[src/rtl/ps2_pkg.sv]
// Shared PS/2 definitions: transmitter FSM encoding, frame constants and time conversion.
package ps2_pkg;

  typedef enum logic [2:0] {
    ST_IDLE,
    ST_INHIBIT,
    ST_REQ,
    ST_BITS,
    ST_WAIT_IDLE,
    ST_FAIL
  } ps2_state_e;

  localparam int unsigned PS2_FRAME_FALLS = 11;
  localparam logic        PS2_ACK         = 1'b0;

  function automatic int unsigned us_to_cycles(input int unsigned clk_hz, input int unsigned us);
    logic [63:0] prod;
    prod = (64'(clk_hz) * 64'(us)) / 64'd1_000_000;
    return 32'(prod);
  endfunction

  // Bits shifted out on falls 1..10: data LSB first, odd parity, stop.
  function automatic logic [9:0] ps2_frame(input logic [7:0] d);
    return {1'b1, ~^d, d};
  endfunction

endpackage

[src/rtl/ps2_line_filter.sv]
// PS/2 pin conditioner: 2-FF synchroniser, FILTER_LEN-sample glitch filter, one-cycle fall strobe.
module ps2_line_filter #(
  parameter int unsigned FILTER_LEN = 8
) (
  input  logic clk,
  input  logic reset_n,
  input  logic line_in,
  output logic level,
  output logic fall
);

  localparam int unsigned CW = (FILTER_LEN > 1) ? $clog2(FILTER_LEN) : 1;

  logic          meta_q, sync_q;
  logic          level_q, level_d;
  logic          fall_q, fall_d;
  logic [CW-1:0] cnt_q, cnt_d;

  // The level flips only after FILTER_LEN consecutive samples disagree with it.
  always_comb begin
    level_d = level_q;
    cnt_d   = '0;
    if (sync_q != level_q) begin
      if (cnt_q == CW'(FILTER_LEN - 1)) begin
        level_d = sync_q;
      end else begin
        cnt_d = cnt_q + CW'(1);
      end
    end
    fall_d = level_q & ~level_d;
  end

  always_ff @(posedge clk) begin
    if (!reset_n) begin
      meta_q  <= 1'b1;
      sync_q  <= 1'b1;
      level_q <= 1'b1;
      cnt_q   <= '0;
      fall_q  <= 1'b0;
    end else begin
      meta_q  <= line_in;
      sync_q  <= meta_q;
      level_q <= level_d;
      cnt_q   <= cnt_d;
      fall_q  <= fall_d;
    end
  end

  assign level = level_q;
  assign fall  = fall_q;

endmodule

[src/rtl/ps2_host_tx.sv]
// PS/2 host-to-device byte transmitter (inhibit, request-to-send, 10 bits on device falls, ACK check).
// Define PS2_TX_RETRY_EN to resend the latched byte up to MAX_RETRY times before reporting tx_error.
module ps2_host_tx
  import ps2_pkg::*;
#(
  parameter int unsigned CLK_HZ     = 25_000_000,
  parameter int unsigned INHIBIT_US = 120,
  parameter int unsigned START_US   = 15000,
  parameter int unsigned FRAME_US   = 2000,
  parameter int unsigned FILTER_LEN = 8,
  parameter int unsigned MAX_RETRY  = 2
) (
  input  logic       clk,
  input  logic       reset_n,
  input  logic [7:0] tx_data,
  input  logic       tx_valid,
  output logic       tx_ready,
  output logic       tx_done,
  output logic       tx_error,
  output logic       busy,
  input  logic       ps2_clk_in,
  input  logic       ps2_data_in,
  output logic       ps2_clk_oe,
  output logic       ps2_data_oe
);

  localparam int unsigned INHIBIT_CYC = us_to_cycles(CLK_HZ, INHIBIT_US);
  localparam int unsigned START_CYC   = us_to_cycles(CLK_HZ, START_US);
  localparam int unsigned FRAME_CYC   = us_to_cycles(CLK_HZ, FRAME_US);
  localparam int unsigned MAX_AB      = (INHIBIT_CYC > START_CYC) ? INHIBIT_CYC : START_CYC;
  localparam int unsigned MAX_CYC     = (MAX_AB > FRAME_CYC) ? MAX_AB : FRAME_CYC;
  localparam int unsigned TW          = $clog2(MAX_CYC);

  ps2_state_e    state_q, state_d;
  logic [TW-1:0] timer_q, timer_d;
  logic [3:0]    bitcnt_q, bitcnt_d;
  logic [9:0]    shift_q, shift_d;
  logic          ok_q, ok_d;
  logic          clk_oe_q, clk_oe_d;
  logic          data_oe_q, data_oe_d;
  logic          done_q, done_d;
  logic          error_q, error_d;

`ifdef PS2_TX_RETRY_EN
  localparam int unsigned RW = $clog2(MAX_RETRY + 1);
  logic [7:0]    data_q, data_d;
  logic [RW-1:0] retry_cnt_q, retry_cnt_d;
`else
  localparam int unsigned max_retry_unused = MAX_RETRY;
`endif

  logic clk_level, clk_fall, data_level, data_fall_unused;

  ps2_line_filter #(.FILTER_LEN(FILTER_LEN)) u_clk_filt (
    .clk     (clk),
    .reset_n (reset_n),
    .line_in (ps2_clk_in),
    .level   (clk_level),
    .fall    (clk_fall)
  );

  ps2_line_filter #(.FILTER_LEN(FILTER_LEN)) u_data_filt (
    .clk     (clk),
    .reset_n (reset_n),
    .line_in (ps2_data_in),
    .level   (data_level),
    .fall    (data_fall_unused)
  );

  always_comb begin
    state_d   = state_q;
    timer_d   = timer_q + TW'(1);
    bitcnt_d  = bitcnt_q;
    shift_d   = shift_q;
    ok_d      = ok_q;
    clk_oe_d  = 1'b0;
    data_oe_d = 1'b0;
    done_d    = 1'b0;
    error_d   = 1'b0;
`ifdef PS2_TX_RETRY_EN
    data_d      = data_q;
    retry_cnt_d = retry_cnt_q;
`endif
    unique case (state_q)
      ST_IDLE: begin
        timer_d  = '0;
        bitcnt_d = '0;
        ok_d     = 1'b0;
        if (tx_valid) begin
          shift_d  = ps2_frame(tx_data);
          state_d  = ST_INHIBIT;
          clk_oe_d = 1'b1;
`ifdef PS2_TX_RETRY_EN
          data_d      = tx_data;
          retry_cnt_d = '0;
`endif
        end
      end
      ST_INHIBIT: begin
        clk_oe_d  = 1'b1;
        data_oe_d = (timer_q >= TW'(INHIBIT_CYC - 2));
        if (timer_q == TW'(INHIBIT_CYC - 1)) begin
          state_d   = ST_REQ;
          clk_oe_d  = 1'b0;
          data_oe_d = 1'b1;
        end
      end
      ST_REQ: begin
        data_oe_d = 1'b1;
        if (clk_fall) begin
          state_d   = ST_BITS;
          bitcnt_d  = 4'd1;
          data_oe_d = ~shift_q[0];
          shift_d   = {1'b1, shift_q[9:1]};
        end else if (timer_q >= TW'(START_CYC - 1)) begin
          state_d   = ST_FAIL;
          data_oe_d = 1'b0;
        end
      end
      ST_BITS: begin
        data_oe_d = data_oe_q;
        if (clk_fall) begin
          if (bitcnt_q == 4'(PS2_FRAME_FALLS - 1)) begin
            data_oe_d = 1'b0;
            ok_d      = (data_level == PS2_ACK);
            state_d   = (data_level == PS2_ACK) ? ST_WAIT_IDLE : ST_FAIL;
          end else begin
            bitcnt_d  = bitcnt_q + 4'd1;
            data_oe_d = ~shift_q[0];
            shift_d   = {1'b1, shift_q[9:1]};
          end
        end else if (timer_q >= TW'(FRAME_CYC - 1)) begin
          state_d   = ST_FAIL;
          data_oe_d = 1'b0;
        end
      end
      ST_WAIT_IDLE: begin
        if (clk_level && data_level) begin
          state_d = ST_IDLE;
          done_d  = ok_q;
          error_d = ~ok_q;
        end else if (timer_q >= TW'(FRAME_CYC - 1)) begin
          state_d = ST_IDLE;
          error_d = 1'b1;
        end
      end
      ST_FAIL: begin
        ok_d = 1'b0;
`ifdef PS2_TX_RETRY_EN
        if (retry_cnt_q < RW'(MAX_RETRY)) begin
          retry_cnt_d = retry_cnt_q + RW'(1);
          state_d     = ST_INHIBIT;
          clk_oe_d    = 1'b1;
          shift_d     = ps2_frame(data_q);
        end else begin
          state_d = ST_WAIT_IDLE;
        end
`else
        state_d = ST_WAIT_IDLE;
`endif
      end
      default: state_d = ST_IDLE;
    endcase
    // Every state times itself from entry.
    if (state_d != state_q) timer_d = '0;
  end

  always_ff @(posedge clk) begin
    if (!reset_n) begin
      state_q   <= ST_IDLE;
      timer_q   <= '0;
      bitcnt_q  <= '0;
      shift_q   <= '0;
      ok_q      <= 1'b0;
      clk_oe_q  <= 1'b0;
      data_oe_q <= 1'b0;
      done_q    <= 1'b0;
      error_q   <= 1'b0;
`ifdef PS2_TX_RETRY_EN
      data_q      <= '0;
      retry_cnt_q <= '0;
`endif
    end else begin
      state_q   <= state_d;
      timer_q   <= timer_d;
      bitcnt_q  <= bitcnt_d;
      shift_q   <= shift_d;
      ok_q      <= ok_d;
      clk_oe_q  <= clk_oe_d;
      data_oe_q <= data_oe_d;
      done_q    <= done_d;
      error_q   <= error_d;
`ifdef PS2_TX_RETRY_EN
      data_q      <= data_d;
      retry_cnt_q <= retry_cnt_d;
`endif
    end
  end

  assign tx_ready    = (state_q == ST_IDLE);
  assign busy        = (state_q != ST_IDLE);
  assign tx_done     = done_q;
  assign tx_error    = error_q;
  assign ps2_clk_oe  = clk_oe_q;
  assign ps2_data_oe = data_oe_q;

endmodule
[config.mk]
export PLATFORM = sky130hd
export DESIGN_NAME = ps2_host_tx
export DESIGN_NICKNAME = d
export VERILOG_FILES = /design/src/rtl/ps2_pkg.sv /design/src/rtl/ps2_line_filter.sv /design/src/rtl/ps2_host_tx.sv
export SDC_FILE = /design/constraint.sdc
export NUM_CORES = 1
export LEC_CHECK = 0
export ABC_AREA = 1
export CORE_UTILIZATION = 55
export CTS_CLUSTER_DIAMETER = 60
export DETAILED_ROUTE_END_ITERATION = 12
export GPL_TIMING_DRIVEN = 0
export PLACE_DENSITY = 0.75
export SETUP_SLACK_MARGIN = 0.1
export SLEW_MARGIN = 20
export SYNTH_ARGS = -nofsm -noshare
export SYNTH_HDL_FRONTEND = slang
export SYNTH_HIERARCHICAL = 1
export SYNTH_SLANG_ARGS = --single-unit
export TNS_END_PERCENT = 5
[constraint.sdc]
create_clock -name clk -period 3.7 [get_ports clk]
set_clock_uncertainty 0.2 [all_clocks]
set_input_delay 0.74 -clock clk [delete_from_list [all_inputs] [get_ports clk]]
set_output_delay 0.74 -clock clk [all_outputs]
set_load 0.02 [all_outputs]
# Word-level counts from Yosys, hierarchy flattened
# Index checks and enable logic that the tools add are counted.
# word_totals
regBits,54
wordCells,104
# op_classes
add_sub_neg,4
magnitude_cmp,3
eq_ne,18
muxes,37
bitwise_logic,8
n_reduce_logical,16
# op_table
op,n
10-bit two-way mux,4
10-bit case mux with 3 select lines,1
3-bit two-way mux,9
"19-bit by 1-bit adder with 19-bit output, second input constant",1
"19-bit by 12-bit == test with 1-bit output, second input constant",1
"19-bit by 12-bit >= comparator with 1-bit output, second input constant",1
"19-bit by 16-bit >= comparator with 1-bit output, second input constant",1
"19-bit >= comparator, second input constant",1
3-bit case mux with 6 select lines,1
1-bit two-way mux,15
"3-bit == test, second input constant",4
4-bit two-way mux,3
4-bit case mux with 3 select lines,1
3-bit OR reduction,3
8-bit XNOR reduction,1
1-bit inverter,7
"3-bit by 1-bit adder with 3-bit output, second input constant",2
"3-bit by 2-bit == test with 1-bit output, second input constant",2
"2-bit inequality test, second input constant",3
3-bit AND reduction,2
3-bit nonzero test,2
5-bit AND reduction,1
"4-bit by 1-bit adder with 4-bit output, second input constant",1
"4-bit == test, second input constant",1
14 further kinds,18

# Logic depth before layout (Yosys ltp)
# depth
depth_word,6
depth_mapped,15
ltp_nobuf,13

# By module
# Netlist, hierarchy kept.
# modules_own_cells
mod,n_inst,cells_each,area_each_um2,seq_area_each_um2
ps2_host_tx,1,362,2543.7,820.8
ps2_line_filter,2,27,251.5,140.1

# Worst setup path before layout
# Ideal clock, no wire load.
# synth_path
path_type,register to register
start,reg timer_q[0]
end,reg timer_q[9]
setup_ns,0.124
arrival_ns,1.724
setup_slack_ns,1.653
stages_incl_launch_ff,14
n_path_buf,1
synth_period_minus_slack_ns,2.047
cell_sequence,dfxtp_1 ha_1 nand3_1 nor3_2 nand2_1 nand2_2 nand2_2 nor2_4 nand2_1 nand2_1 nand2_2 nand4_4 buf_12 nor2_4
# synth_via
elab_chain_len,6
# synth_lines
element,line_no,source
start: declaration,ps2_host_tx.sv:35,"logic [TW-1:0] timer_q, timer_d;"
start signal: assignment,ps2_host_tx.sv:185,timer_q <= timer_d;
19-bit by 16-bit >= comparator with 1-bit output / 19-bit >= comparator (equally long branches),"ps2_host_tx.sv:132, ps2_host_tx.sv:142, ps2_host_tx.sv:115",
3-bit two-way mux (on tied branches),"ps2_host_tx.sv:142, ps2_host_tx.sv:115, ps2_host_tx.sv:132",
3-bit two-way mux (on tied branches),"ps2_host_tx.sv:138, ps2_host_tx.sv:110, ps2_host_tx.sv:122",
3-bit case mux with 6 select lines,ps2_host_tx.sv:84,unique case (state_q)
3-bit inequality test,ps2_host_tx.sv:165,if (state_d != state_q) timer_d = '0;
3-bit OR reduction (no line),--,
# Several ways; a longest one is shown, not always the timed one.
# A chain may end at the register's enable or synchronous reset.

# Worst setup path in the final report
# layout_path
start,reg state_q[0]
end,out tx_ready
# layout_via
elab_chain_len,1
# layout_lines
element,line_no,source
start: declaration,ps2_host_tx.sv:34,"ps2_state_e state_q, state_d;"
start signal: assignment,ps2_host_tx.sv:184,state_q <= state_d;
3-bit zero test,ps2_host_tx.sv:200,assign tx_ready = (state_q == ST_IDLE);
end: declaration,ps2_host_tx.sv:17,"output logic tx_ready,"
# No other way between the ends.

==> summary.md <==
| Metric | Value |
|---|---|
| Worst hold-check path type | reg2reg |
| Overall Power | about 0.0010 W |
| Final ANT Viol Nets | 0 |
| RSZ-0062 raised after global routing | no |
| Crit path time final | about 2.6 ns |
| Vias per cell | 5.09 |
| Comb pwr share | about a tenth |
| Syn nets | about 430 |
| RD Place Congestion | 0.838 |
| CTS tree | yes |
| Slew @ Worst Pin | between 0.4 and 0.5 ns |
| Slew Limit Fails | 0 |
| Clk_lat worst skew | roughly 0.30 ns |
| Most common cell after layout, fill and taps aside | nand2_1 |
| Startpoint types | flip-flop |
| Worst endpoint required time | about 2.8 ns |
| Outcome | completed |
| Hold buffers post-CTS | 0 |
| GRT Util Overall | approximately a fifth |
| Final Hold Viols | 0 |
| CP Max Fanout | 5 |
| Die X | 76.1 um |
| Htree depth | 2 |
| Syn Area/Cell | 7.31 um2 |
| Internal power | slightly below 0.0008 W |
| Wire length of the first global-routing pass | 10100 um |
| Vias in the first global route | around 2400 |
| Die height | between 70 and 80 um |
| Data arrival time of the worst path | around 1.6 ns |
| Slew HR | a little over 70% |
| FMAX | 0.387 GHz |
| Initial antenna violation count | 0 |
| Finish-stage setup viols | 0 |
| Routed wire length | around 5700 um |
| Post-Layout Cell Count | just over 500 |
| Routed WL per cell | between 10 and 15 um |
| Core Footprint | between 5000 and 6000 um2 |
| Worst reg2reg startpoint | timer_q[0] |
| P&R area growth vs syn | 11.7% |
| Most frequent cells in the layout | nand2_1, nor2_1, dfxtp_1, inv_1, nand3_1 |
| Worst setup EP type | output port |
| Hpwl dp | 4370 um |
| CTS Buf Count | 5 |
| Fraction of final layout cells sized beyond drive strength 1 | between 10% and 20% |
| HP Start | u_clk_filt/meta_q |
| Clk network pwr share | between 30% and 40% |
| Post-Syn Area | slightly above 3000 um2 |
| Seq pwr share | 58.8% |
| Kind of critical path | reg2out |
| Fin nets | approximately 460 |
| Period utilisation layout | between 60 and 70% |
| Port bufs | 18 |
| Switching fraction of total power | about a quarter |
| GRT overflow | 0 |
| Clock Tree Buf Depth | 2 |
| Total number of yosys warnings | 6 |
| Setup TNS | 0 ns |
| Worst hold margin | approximately 0.21 ns |
| Clock slew seen by the registers of the worst setup and hold paths | around 0.090 ns |
| Starting DRT DRC Count | between 150 and 200 |
| # IOs | 19 |
| Largest net degree at the start of global routing | 17 |
| Clock root cell | clkbuf_8 |
| Total power per unit cell area | about 300 nW/um2 |
| Residual DRC | 0 |
| Vias | 2584 |
| Max VDD drop | approximately 280 uV |
| Max Cap Viol | 0 |
| Switching power | between 0.0002 and 0.0003 W |
| Drt first pass iters | 4 |
| Clk sinks | between 50 and 60 |
| Initial Utilization | between 50% and 60% |
| Syn Inst Count | between 400 and 500 |
| Post_cts resized | 0 |
| Die Area | just under 6000 um2 |
| Post-CTS Setup Inserts | 0 |
| Pleak | roughly 1.4 nW |
| Ant diodes | 0 |
| Row count | 26 |
| Placed cells | between 500 and 600 |
| Worst setup path start | state_q[0] |
-- worst max-delay path, cell delays in order, from the launching register on --
cell and delay, ns:
dfxtp_1 0.36, nor2_1 0.13, nand2_1 0.10, inv_1 0.13, clkdlybuf4s50_1 0.62
-- stage by stage --
stage,util [%],cell area (um2),worst slack (ns)
2_1_floorplan,-,3020,1.65
3_3_place_gp,63.1,3290,0.795
3_5_place_dp,63.1,3290,0.785
4_1_cts,64.7,3370,1.11
5_1_grt,64.7,3370,1.00
6_report,64.7,3370,1.12
-- layout make-up --
type / count / area, um2
fill: 494 / 1840
clock inverter: 2 / 15.0
buffer: 7 / 50.0
multi-input combinational: 287 / 1640
tap: 70 / 87.6
timing repair buffer: 18 / 180
sequential: 54 / 1080
inverter: 65 / 244
clock buffer: 5 / 68.8
-- path summary, 6_finish.rpt --
check / endpoint / slack [ns] / depth (start not counted)
setup / recovery: tx_ready / 1.12 / 4
hold / removal: u_clk_filt/sync_q / 0.21 / 1
setup reg to reg: timer_q[5] / 1.39 / 12
hold reg to reg: u_clk_filt/sync_q / 0.21 / 1
-- sequential cells by signal, indices dropped and copies added (netlist names) --
signal / count
ps2_data_oe: 1
shift_q: 10
u_data_filt/sync_q: 1
tx_error: 1
u_data_filt/level: 1
tx_done: 1
u_clk_filt/cnt_q: 3
bitcnt_q: 4
ps2_clk_oe: 1
u_clk_filt/fall: 1
u_data_filt/cnt_q: 3
u_clk_filt/level: 1
state_q: 3
timer_q: 19
u_clk_filt/sync_q: 1
ok_q: 1
u_data_filt/meta_q: 1
u_clk_filt/meta_q: 1
-- power groups by stage --
| stage | sequential (W) | combinational, W | clock, W |
|---|---|---|---|
| final | 0.000611 | 0.000108 | 0.000321 |
| after global placement | 0.000624 | 0.000106 | 0 |
| after detailed placement | 0.000624 | 0.000108 | 0 |
| after CTS | 0.000611 | 0.000108 | 0.000331 |
| after floorplan | 0.000623 | 0.0000719 | 0 |
| after global routing | 0.000614 | 0.000121 | 0.000355 |
-- per-layer routing --
metal  track usage [%]  share of wire [%]
met2              34.9                 46
met1              28.0                 49
met3              4.31                4.2
met4              6.54                1.0
met5                 0                  0
No activity file was read; power rests on OpenSTA's default activity.
